File: src/rtl/bist_pkg.sv
// Shared BIST definitions: datapath width, the LFSR/MISR feedback taps and the analyzer FSM states.
// Latency: none (declarations only).
// Backpressure: not applicable.
package bist_pkg;

  localparam int BIST_W = 8;

  // Galois tap mask (bits 0,1,4,5). The pattern generator uses the same polynomial.
  localparam logic [BIST_W-1:0] BIST_TAPS = 8'h33;

  typedef enum logic [1:0] {
    IDLE  = 2'd0,
    RUN   = 2'd1,
    CHECK = 2'd2,
    DONE  = 2'd3
  } misr_state_t;

endpackage

File: src/rtl/misr_core.sv
// 8-bit Galois MISR: loads SEED on load, folds d into the register on en.
// Latency: one cycle; the register updates on the edge where en is sampled high.
// Backpressure: none; en is qualified by the caller, and the register holds when en is low.
module misr_core
  import bist_pkg::*;
#(
  parameter logic [BIST_W-1:0] SEED = '0
) (
  input  logic              clk,
  input  logic              reset,
  input  logic              load,
  input  logic              en,
  input  logic [BIST_W-1:0] d,
  output logic [BIST_W-1:0] sig
);

  logic [BIST_W-1:0] sig_next;

  // Shift up one bit, feed the MSB back through the tap mask, and fold in the response.
  // TAP[0] is set, so bit 0 receives d[0] ^ s[7] as the polynomial requires.
  always_comb begin
    sig_next = {sig[BIST_W-2:0], 1'b0} ^ (BIST_TAPS & {BIST_W{sig[BIST_W-1]}}) ^ d;
  end

  // Signature register: reset and load both return to SEED, otherwise compress when enabled.
  always_ff @(posedge clk) begin
    if (reset) begin
      sig <= SEED;
    end else if (load) begin
      sig <= SEED;
    end else if (en) begin
      sig <= sig_next;
    end
  end

endmodule

File: src/rtl/bist_misr_analyzer.sv
// BIST response analyzer: compresses N_PATTERNS accepted beats into a MISR signature and compares it with golden.
// Latency: done and pass are valid two edges after the last beat is accepted (RUN -> CHECK -> DONE).
// Backpressure: none; beats are accepted on any RUN cycle with din_valid, and gaps between beats are unlimited.
module bist_misr_analyzer
  import bist_pkg::*;
#(
  parameter int                N_PATTERNS = 255,
  parameter logic [BIST_W-1:0] SEED       = 8'h00
) (
  input  logic              clk,
  input  logic              reset,
  input  logic              start,
  input  logic              din_valid,
  input  logic [BIST_W-1:0] din,
  input  logic [BIST_W-1:0] golden,
  output logic              busy,
  output logic              done,
  output logic              pass,
  output logic [BIST_W-1:0] signature,
  output logic [15:0]       count
);

  localparam logic [15:0] LAST_IDX = 16'(N_PATTERNS - 1);

  misr_state_t       state, state_next;
  logic [BIST_W-1:0] golden_q;
  logic              start_ok;
  logic              beat;
  logic              last_beat;

  // A start is honoured only when no run is in flight; beats count only while running.
  always_comb begin
    start_ok  = start && ((state == IDLE) || (state == DONE));
    beat      = din_valid && (state == RUN);
    last_beat = beat && (count == LAST_IDX);
  end

  // Next-state decode.
  always_comb begin
    state_next = state;
    case (state)
      IDLE:    if (start_ok)  state_next = RUN;
      RUN:     if (last_beat) state_next = CHECK;
      CHECK:                  state_next = DONE;
      DONE:    if (start_ok)  state_next = RUN;
      default:                state_next = IDLE;
    endcase
  end

  // State register.
  always_ff @(posedge clk) begin
    if (reset) begin
      state <= IDLE;
    end else begin
      state <= state_next;
    end
  end

  assign busy = (state == RUN) || (state == CHECK);

  misr_core #(
    .SEED(SEED)
  ) u_misr (
    .clk  (clk),
    .reset(reset),
    .load (start_ok),
    .en   (beat),
    .d    (din),
    .sig  (signature)
  );

  // Beat counter and golden capture; both restart on an accepted start.
  always_ff @(posedge clk) begin
    if (reset) begin
      count    <= '0;
      golden_q <= '0;
    end else if (start_ok) begin
      count    <= '0;
      golden_q <= golden;
    end else if (beat) begin
      count    <= count + 16'd1;
    end
  end

  // Verdict: the CHECK cycle sees the signature including the last beat; the result holds through DONE.
  always_ff @(posedge clk) begin
    if (reset) begin
      done <= 1'b0;
      pass <= 1'b0;
    end else if (start_ok) begin
      done <= 1'b0;
      pass <= 1'b0;
    end else if (state == CHECK) begin
      done <= 1'b1;
      pass <= (signature == golden_q);
    end
  end

endmodule

File: config.mk
export PLATFORM = sky130hd
export DESIGN_NAME = bist_misr_analyzer
export DESIGN_NICKNAME = d
export VERILOG_FILES = /design/src/rtl/bist_pkg.sv /design/src/rtl/misr_core.sv /design/src/rtl/bist_misr_analyzer.sv
export SDC_FILE = /design/constraint.sdc
export NUM_CORES = 1
export LEC_CHECK = 0
export CAP_MARGIN = 20
export CORE_MARGIN = 3
export CORE_UTILIZATION = 35
export DETAILED_ROUTE_END_ITERATION = 8
export GPL_TIMING_DRIVEN = 0
export PLACE_DENSITY = 0.58
export SLEW_MARGIN = 5
export SYNTH_ARGS = -nofsm -noshare
export SYNTH_HDL_FRONTEND = slang
export SYNTH_SLANG_ARGS = --single-unit
File: constraint.sdc
create_clock -name clk -period 2.3 [get_ports clk]
set_input_delay 0.69 -clock clk [delete_from_list [all_inputs] [get_ports clk]]
set_output_delay 0.69 -clock clk [all_outputs]
set_load 0.03 [all_outputs]
==> metrics.cfg, run 1 <==
[outcome]
status=finished, final reports clean

[synthesis]
yosysTopAreaCell=dfxtp_1
synth_area_leaders=dfxtp_1 42%, xnor2_1 7.6%, xor2_1 7.6%, nand2_1 5.2%, nor2_1 5.0%
ys_seq_area_share_pct=41.6
synth-warning-count=0
synth.cell_area_um2=1730
syn-num-nets=226
postSynthCellCount=202
netlist.area_leader.share_pct=41.6
yosysUniqueCellTypes=32
syn_avg_cell_area_um2=8.57
synth-seq-cells=36

[worst_setup_path]
critical_path.endpoint=busy
cp-end-kind=output port
worst-setup-path-type=register to output port
cp.arrival_ns=1.45
setup.worst_path.start_class=register
critPathRequiredTime_ns=1.61
startpoint=state[0]
rr_endpoint=count[8]
r2r_cells=6
crit_fanout=10
reg2reg_slack_ns=0.43
worstReg2RegStart=state[0]

[route]
via_per_inst=4.80
wl_um=4040
vias=1542
drc=0
drtPass1Iterations=6
wl_per_cell_um=12.6
drt_iter0_drc=36
antenna_left=0

[timing]
skew_ns=0.00415
whs_ns=0.470
hold_viol=0
clock.fmax_mhz=467
period_minus_slack_ns=2.14
worst_pin_slew_ns=0.450
rsz0062_at_grt=false
drv_slew=0
setup_ws_ns=0.157
finalSetupViolCount=0
period_share_pct=93.2
slew_headroom_pct=70.0

[final_layout]
multi_input_comb_area_um2=945
final_cell_mix=45 x clkdlybuf4s50_1, 36 x dfxtp_1, 24 x nand2_1, 23 x nor2_1, 16 x a21oi_1
antenna_cells=0
drive_above_1_share_pct=6.25
nNetsFinal=279
regArea_um2=721
fin_util_pct=51.7
fin_area_um2=2360
num-fill-cells=466
area_growth_pct=36.4
final_common_cell=clkdlybuf4s50_1

[clock_tree]
cts.reportedPaths.clkPinSlew_ns=0.07
root_buffer=clkbuf_8
cts_tree=done
ctsHoldBuffers=0
cts_buffers=5
htreeDepth=2
cts_buffer_depth=2
cts_sinks=36
post-cts-setup-buffer-count=0
clkLatencyLatePin_ns=0.28

[floorplan]
ios=47
fp-row-count=24
fp.dieW_um=76.3
core_area_um2=4560
start_util_pct=37.9
die_area_um2=5820
chipHeight_um=76.3

[placed_design]
io_buffers=46
gp_congestion=0.752
dpl.hpwl_um=3090
place_area_um2=2270
pre_cts_ws_ns=-0.107

[power]
power.density_nw_per_um2=864
p_leak_nw=0.858
p_total_w=0.00204
ir_drop_v=0.000597

[grt]
grt_pass1_wl_um=6620
grt_max_degree=11
grt_usage_pct=14.1
grt.overflow.total=0
grt_antenna_before_repair=0
grt_pass1_vias=1333

[run]
maxCapViolCount=0

[worst_hold_path]
hold_path.class=register to register

==> worst max-delay path, cell delays in order, from the launching register on <==
cell      delay, ns
dfxtp_1        0.36
inv_1          0.06
ha_1           0.31
clkbuf_4       0.20
inv_2          0.06
buf_2          0.18
==> report_power, final <==
group          leakage [nW]  internal, W  switching [W]
Clock                0.0455     0.000244       0.000217
Sequential            0.293     0.000714      0.0000885
Combinational         0.520     0.000321       0.000455
==> registers in the layout, indices dropped and copies added, names as in the netlist <==
name        count
count          16
done            1
golden_q        8
pass            1
state           2
u_misr.sig      8
==> kinds of logic after synthesis <==
logic type / synth area share [%]
adders and majority gates: 2.89
buffers and inverters: 3.76
DFF: 41.6
and+or+nand+nor: 26.4
xor gates and xnor gates: 15.2
AOI/OAI and AO/OA: 10.1
==> what timing repair did <==
action | CTS | global route
endpoints found under the setup margin | 1 | 1
gates resized for setup | 4 | 4
pin swaps | 0 | 0
==> area by class of cell <==
type | instances | share of cell area [%]
flip-flops and latches | 36 | 30.5
plain buffers | 9 | 1.96
multi-input cells | 151 | 40.0
clock buffers | 8 | 3.82
inverters | 6 | 0.954
repair buffers | 46 | 19.3
well taps | 65 | 3.44
==> layer usage <==
metal	vias to the layer above	part of all wire (%)	wire length, um	track usage, %
met5	-	0	0	0
met4	0	1.6	65	6.52
met3	5	3.4	139	3.07
met2	27	45	1810	21.1
met1	711	50	2030	19.3
li1	799	-	-	-
==> metrics by stage <==
step,instances,setup TNS (ns)
finish,321,0
global route,321,0
CTS,321,0
detailed placement,313,-1.29
global placement,313,-1.42
floorplan,202,0
==> worst min path at each step <==
stage / start / endpoint / slack [ns] / depth (start not counted)
floorplan: golden_q[2] / golden_q[2] / 0.45 / 2
global placement: done / done / 0.45 / 2
detailed placement: golden_q[3] / golden_q[3] / 0.46 / 2
CTS: golden_q[3] / golden_q[3] / 0.47 / 2
global route: golden_q[0] / golden_q[0] / 0.49 / 2
finish: done / done / 0.47 / 2
==> cells in the mapped netlist (all sizes together) <==
cell and number:
inv 6, nor2 23, a21oi 16, nand2b 1, o21ai 5, a211oi 6
nand4 7, dfxtp 36, and4 2, and2 3, xor2 15, nand2 24
buf 2, nand3 14, nor4 3, and4bb 1, or3 4, xnor2 15
clkbuf 7, nor4b 1, o311ai 2, nor3 2, ha 4, or4 1
and3 1, o31ai 1
Note: power is estimated with default switching activity, not from simulation.
==> run 2, diff against run 1 <==
CORE_UTILIZATION = 44   (was 35)
PLACE_DENSITY = 0.71   (was 0.58)
==> metrics.cfg, run 2 (synthesis results as in run 1) <==
[placed_design]
dpl.hpwl_um=2920  ; -5.4%
gp_congestion=0.843  ; +12%
io_buffers=46  ; unchanged
dp.cells=296  ; -5.4%

[power]
intPower_w=0.00136  ; +6.1%
p_switching_w=0.000757  ; -0.45%
power.density_nw_per_um2=896  ; +3.8%
p_leak_nw=0.868  ; +1.1%
power_frac_clock_pct=25.3  ; +2.7 points
p_comb_share_pct=36.7  ; -1.4 points
p_total_w=0.00211  ; +3.6%
p_seq_share_pct=38.0  ; -1.3 points
switching_share_pct=35.8  ; -1.5 points
ir_drop_v=0.000890  ; +49%

[final_layout]
regMostFlops=count
antenna_cells=0  ; unchanged
final_common_cell=clkdlybuf4s50_1
final_cells=304  ; -5.3%
nNetsFinal=279  ; unchanged
top_regs=count (16), golden_q (8), u_misr.sig (8)
final_cell_mix=45 x clkdlybuf4s50_1, 36 x dfxtp_1, 24 x nand2_1, 23 x nor2_1, 16 x a21oi_1
largest_register_ffs=16  ; unchanged
area_growth_pct=36.2
drive_above_1_share_pct=6.64  ; +0.39 points

[grt]
grt_max_degree=12  ; +1
grt_pass1_vias=1356  ; +1.7%
grt_usage_pct=18.0  ; +3.9 points
use_met1_pct=25.2  ; +5.9 points
grt_use_met3_pct=3.40  ; +0.33 points
gr-max-usage-layer=met2
grt_pass1_wl_um=6400  ; -3.3%
grt.overflow.total=0  ; unchanged
grt_antenna_before_repair=0  ; unchanged
grtUsageMet2_pct=28.0  ; +6.9 points

[clock_tree]
cts_buffer_depth=2  ; unchanged
cts_tree=done
clkLatencyLatePin_ns=0.28  ; about the same
post-cts-setup-buffer-count=0  ; unchanged
cts_sinks=36  ; unchanged
cts_buffers=5  ; unchanged
htreeDepth=2  ; unchanged
cts.reportedPaths.clkPinSlew_ns=0.07  ; about the same
root_buffer=clkbuf_8

[route]
wl_per_cell_um=12.8  ; +1.5%
drt_iter0_drc=115  ; +220%
drc=0  ; unchanged
wl_um=3890  ; -3.9%
antenna_left=0  ; unchanged
drtPass1Iterations=4  ; -2
via_per_inst=5.03  ; +4.6%
vias=1528  ; -0.91%

[timing]
period_minus_slack_ns=2.16  ; +0.0199 ns
period_share_pct=94.0  ; +0.87 points
clock.fmax_mhz=462  ; -0.92%
finalSetupViolCount=0  ; unchanged
skew_ns=0.00638  ; +0.00222 ns
rsz0062_at_grt=false
hold_viol=0  ; unchanged
drv_slew=0  ; unchanged
slew_headroom_pct=70.5  ; +0.51 points
worst_pin_slew_ns=0.442  ; -0.00766 ns

[outcome]
status=finished, final reports clean

[worst_setup_path]
cp.arrival_ns=1.47  ; +0.02 ns
worst-setup-path-type=register to output port
setup.worst_path.start_class=register
path_cells=inv_1 -> ha_1 -> clkbuf_4 -> inv_2 -> buf_2
worstReg2RegStart=state[0]
crit_fanout=10  ; unchanged
crit_slowest_cell=dfxtp_1
critPathRequiredTime_ns=1.61  ; about the same
cp-end-kind=output port
max_stage_delay_ns=0.37  ; about the same
startpoint=state[0]

[floorplan]
fp.dieW_um=68.7  ; -10%
ios=47  ; unchanged
fp-row-count=22  ; -8.3%
chipHeight_um=68.7  ; -10%
start_util_pct=46.6  ; +8.7 points
die_area_um2=4720  ; -19%
core_area_um2=3720  ; -19%

[worst_hold_path]
min_from=golden_q[0]
hold_path.class=register to register

[run]
maxCapViolCount=0  ; unchanged

-- run 2: layer usage --
layer,vias to the layer above,part of all wire [%]
li1,796,-
met1,706,50
met2,24,46
met3,2,3.1
met4,0,0.90
met5,-,0
-- run 2: worst max-delay path: cells and delay by family (launching register included) --
kind	cells	cell delay, ns
buffers and inverters	4	0.50
DFF	1	0.37
adders and majority gates	1	0.32
-- run 2: worst paths after layout --
check	slack, ns	depth (start not counted)	to
worst max-delay path	0.14	5	busy
worst min-delay path	0.47	2	golden_q[0]
worst max register to register	0.41	6	count[6]
worst min register to register	0.47	2	golden_q[0]
-- run 2: through the flow --
step / hold slack, ns / instance area, um^2 / TNS, ns / utilization (%) / setup WS [ns]
2_1_floorplan: 0.448 / 1730 / 0 / - / 0.525
3_3_place_gp: 0.453 / 2250 / -0.734 / 60.6 / -0.0936
3_5_place_dp: 0.460 / 2250 / -0.662 / 60.6 / -0.113
4_1_cts: 0.470 / 2360 / 0 / 63.6 / 0.0256
5_1_grt: 0.496 / 2360 / 0 / 63.4 / 0.0417
6_report: 0.467 / 2360 / 0 / 63.4 / 0.137
-- run 2: power by group through the flow --
stage	registers [W]	logic, W	clock network, W
6_report	0.000802	0.000775	0.000535
5_1_grt	0.000817	0.000869	0.000568
4_1_cts	0.000803	0.000793	0.000548
3_5_place_dp	0.000816	0.000782	0
3_3_place_gp	0.000814	0.000772	0
2_1_floorplan	0.000879	0.000453	0
-- run 2: timing repair --
item / 4_1_cts / 5_1_grt
setup endpoints to repair: 1 / 1
resized for setup: 5 / 2
hold buffers: 0 / 0
-- run 2: layout make-up --
class / instances / area [um^2]
fillers: 356 / 1360
multi-input cells: 151 / 945
flip-flops and latches: 36 / 721
repair buffers: 46 / 455
clock buffers: 6 / 72.6
well taps: 48 / 60.1
plain buffers: 9 / 46.3
clock inverters: 2 / 35.0
inverters: 6 / 22.5
==> run 3, diff against run 2 <==
CORE_MARGIN = default   (was 3)
==> metrics.cfg, run 3 (synthesis results as in run 1) <==
[grt]
grt_antenna_before_repair=0  ; unchanged
grt_max_degree=12  ; unchanged
grt_usage_pct=20.4  ; +2.4 points
grt_pass1_wl_um=6540  ; +2.2%
grt_pass1_vias=1353  ; -0.22%
grt.overflow.total=0  ; unchanged

[timing]
period_share_pct=94.0  ; about the same
slew_headroom_pct=68.7  ; -1.8 points
worst_pin_slew_ns=0.469  ; +0.0272 ns
rsz0062_at_grt=false
drv_slew=0  ; unchanged
period_minus_slack_ns=2.16  ; -0.00142 ns
finalSetupTns_ns=0  ; unchanged
clock.fmax_mhz=463  ; about the same
skew_ns=0.00605  ; -0.000330 ns
setup_ws_ns=0.138  ; +0.00142 ns
finalSetupViolCount=0  ; unchanged
hold_viol=0  ; unchanged

[final_layout]
final_common_cell=clkdlybuf4s50_1
fin_util_pct=63.4  ; unchanged
antenna_cells=0  ; unchanged
drive_above_1_share_pct=6.64  ; unchanged
largest_register_ffs=16  ; unchanged
num-fill-cells=342  ; -3.9%
final_cells=304  ; unchanged
area_growth_pct=36.2  ; unchanged
final_cell_mix=45 x clkdlybuf4s50_1, 36 x dfxtp_1, 24 x nand2_1, 23 x nor2_1, 16 x a21oi_1
regMostFlops=count
top_regs=count (16), golden_q (8), u_misr.sig (8)
nNetsFinal=279  ; unchanged

[worst_setup_path]
crit_fanout=10  ; unchanged
critPathRequiredTime_ns=1.61  ; about the same
r2r_cells=6  ; unchanged
reg2reg_slack_ns=0.40  ; about the same
cp.arrival_ns=1.47  ; about the same
cp-end-kind=output port
worst-setup-path-type=register to output port
setup.worst_path.start_class=register

[placed_design]
io_buffers=46  ; unchanged
dp.cells=296  ; unchanged
pre_cts_ws_ns=-0.101  ; +0.0118 ns
dpl.hpwl_um=2870  ; -1.7%
gp_congestion=0.752  ; -11%

[worst_hold_path]
holdPathStages=2  ; unchanged
hold_path.class=register to register

[clock_tree]
cts.reportedPaths.clkPinSlew_ns=0.07  ; about the same
root_buffer=clkbuf_8
cts_sinks=36  ; unchanged
cts_buffer_depth=2  ; unchanged
post_cts_resized=5  ; unchanged
htreeDepth=2  ; unchanged
clkLatencyLatePin_ns=0.29  ; about the same
post-cts-setup-buffer-count=0  ; unchanged
ctsHoldBuffers=0  ; unchanged
cts_buffers=5  ; unchanged
cts_tree=done

[floorplan]
core_area_um2=3720  ; unchanged
fp.dieW_um=64.7  ; -5.8%
start_util_pct=46.6  ; unchanged
die_area_um2=4190  ; -11%
ios=47  ; unchanged
chipHeight_um=64.7  ; -5.8%
fp-row-count=22  ; unchanged

[route]
wl_um=3870  ; -0.54%
wl_per_cell_um=12.7  ; -0.54%
via_per_inst=5.03  ; about the same
antenna_left=0  ; unchanged
drc=0  ; unchanged
drt_iter0_drc=95  ; -17%
vias=1529  ; +0.065%
drtPass1Iterations=4  ; unchanged

[power]
power_frac_clock_pct=25.8  ; +0.5 points
intPower_w=0.00136  ; about the same
p_seq_share_pct=37.7  ; -0.3 points
ir_drop_v=0.000604  ; -32%
p_comb_share_pct=36.4  ; -0.3 points
switching_share_pct=36.2  ; +0.35 points
power.density_nw_per_um2=901  ; +0.56%
p_total_w=0.00212  ; +0.56%
p_leak_nw=0.868  ; unchanged
p_switching_w=0.000769  ; +1.5%

[run]
maxCapViolCount=0  ; unchanged

[outcome]
status=finished, final reports clean

[run 3: cell counts in the layout (fill, tap and decap cells not counted)]
No cell type changed its count.
[run 3: final cells by class]
| type | instances | area (um^2) | share of cell area (%) |
|---|---|---|---|
| multi-input combinational | 151 | 945 | 40.1 |
| sequential | 36 | 721 | 30.6 |
| timing repair buffer | 46 | 455 | 19.3 |
| clock buffer | 6 | 72.6 | 3.08 |
| tap | 48 | 60.1 | 2.55 |
| buffer | 9 | 46.3 | 1.96 |
| clock inverter | 2 | 35.0 | 1.49 |
| inverter | 6 | 22.5 | 0.955 |
[run 3: worst paths after layout]
| kind | startpoint | endpoint |
|---|---|---|
| worst max-delay path | state[0] | busy |
| worst min-delay path | golden_q[4] | golden_q[4] |
| worst max register to register | state[0] | count[0] |
| worst min register to register | golden_q[4] | golden_q[4] |
[run 3: power groups by stage]
stage	sequential, W	combinational [W]	clock (W)
after global placement	0.000814	0.000771	0
after floorplan	0.000879	0.000453	0
after global routing	0.000817	0.000857	0.000591
after CTS	0.000803	0.000785	0.000557
after detailed placement	0.000817	0.000780	0
final	0.000802	0.000774	0.000549
[run 3: layer usage]
metal  global-route usage (%)  up-vias  wire (um)
met3                     5.46        6        123
met2                     29.6       36       1730
met1                     28.4      687       1940
met5                        0        -          0
li1                         -      800          -
met4                     7.78        0         67
[run 3: through the flow]
stage | hold slack (ns) | cell area (um^2)
global route | 0.481 | 2360
floorplan | 0.448 | 1730
detailed placement | 0.458 | 2250
CTS | 0.468 | 2360
finish | 0.468 | 2360
global placement | 0.451 | 2250
[run 3: worst max-delay path, cell delays in order (launching register included)]
cell,delay [ns]
dfxtp_1,0.37
inv_1,0.06
ha_1,0.31
clkbuf_4,0.20
inv_2,0.06
buf_2,0.18
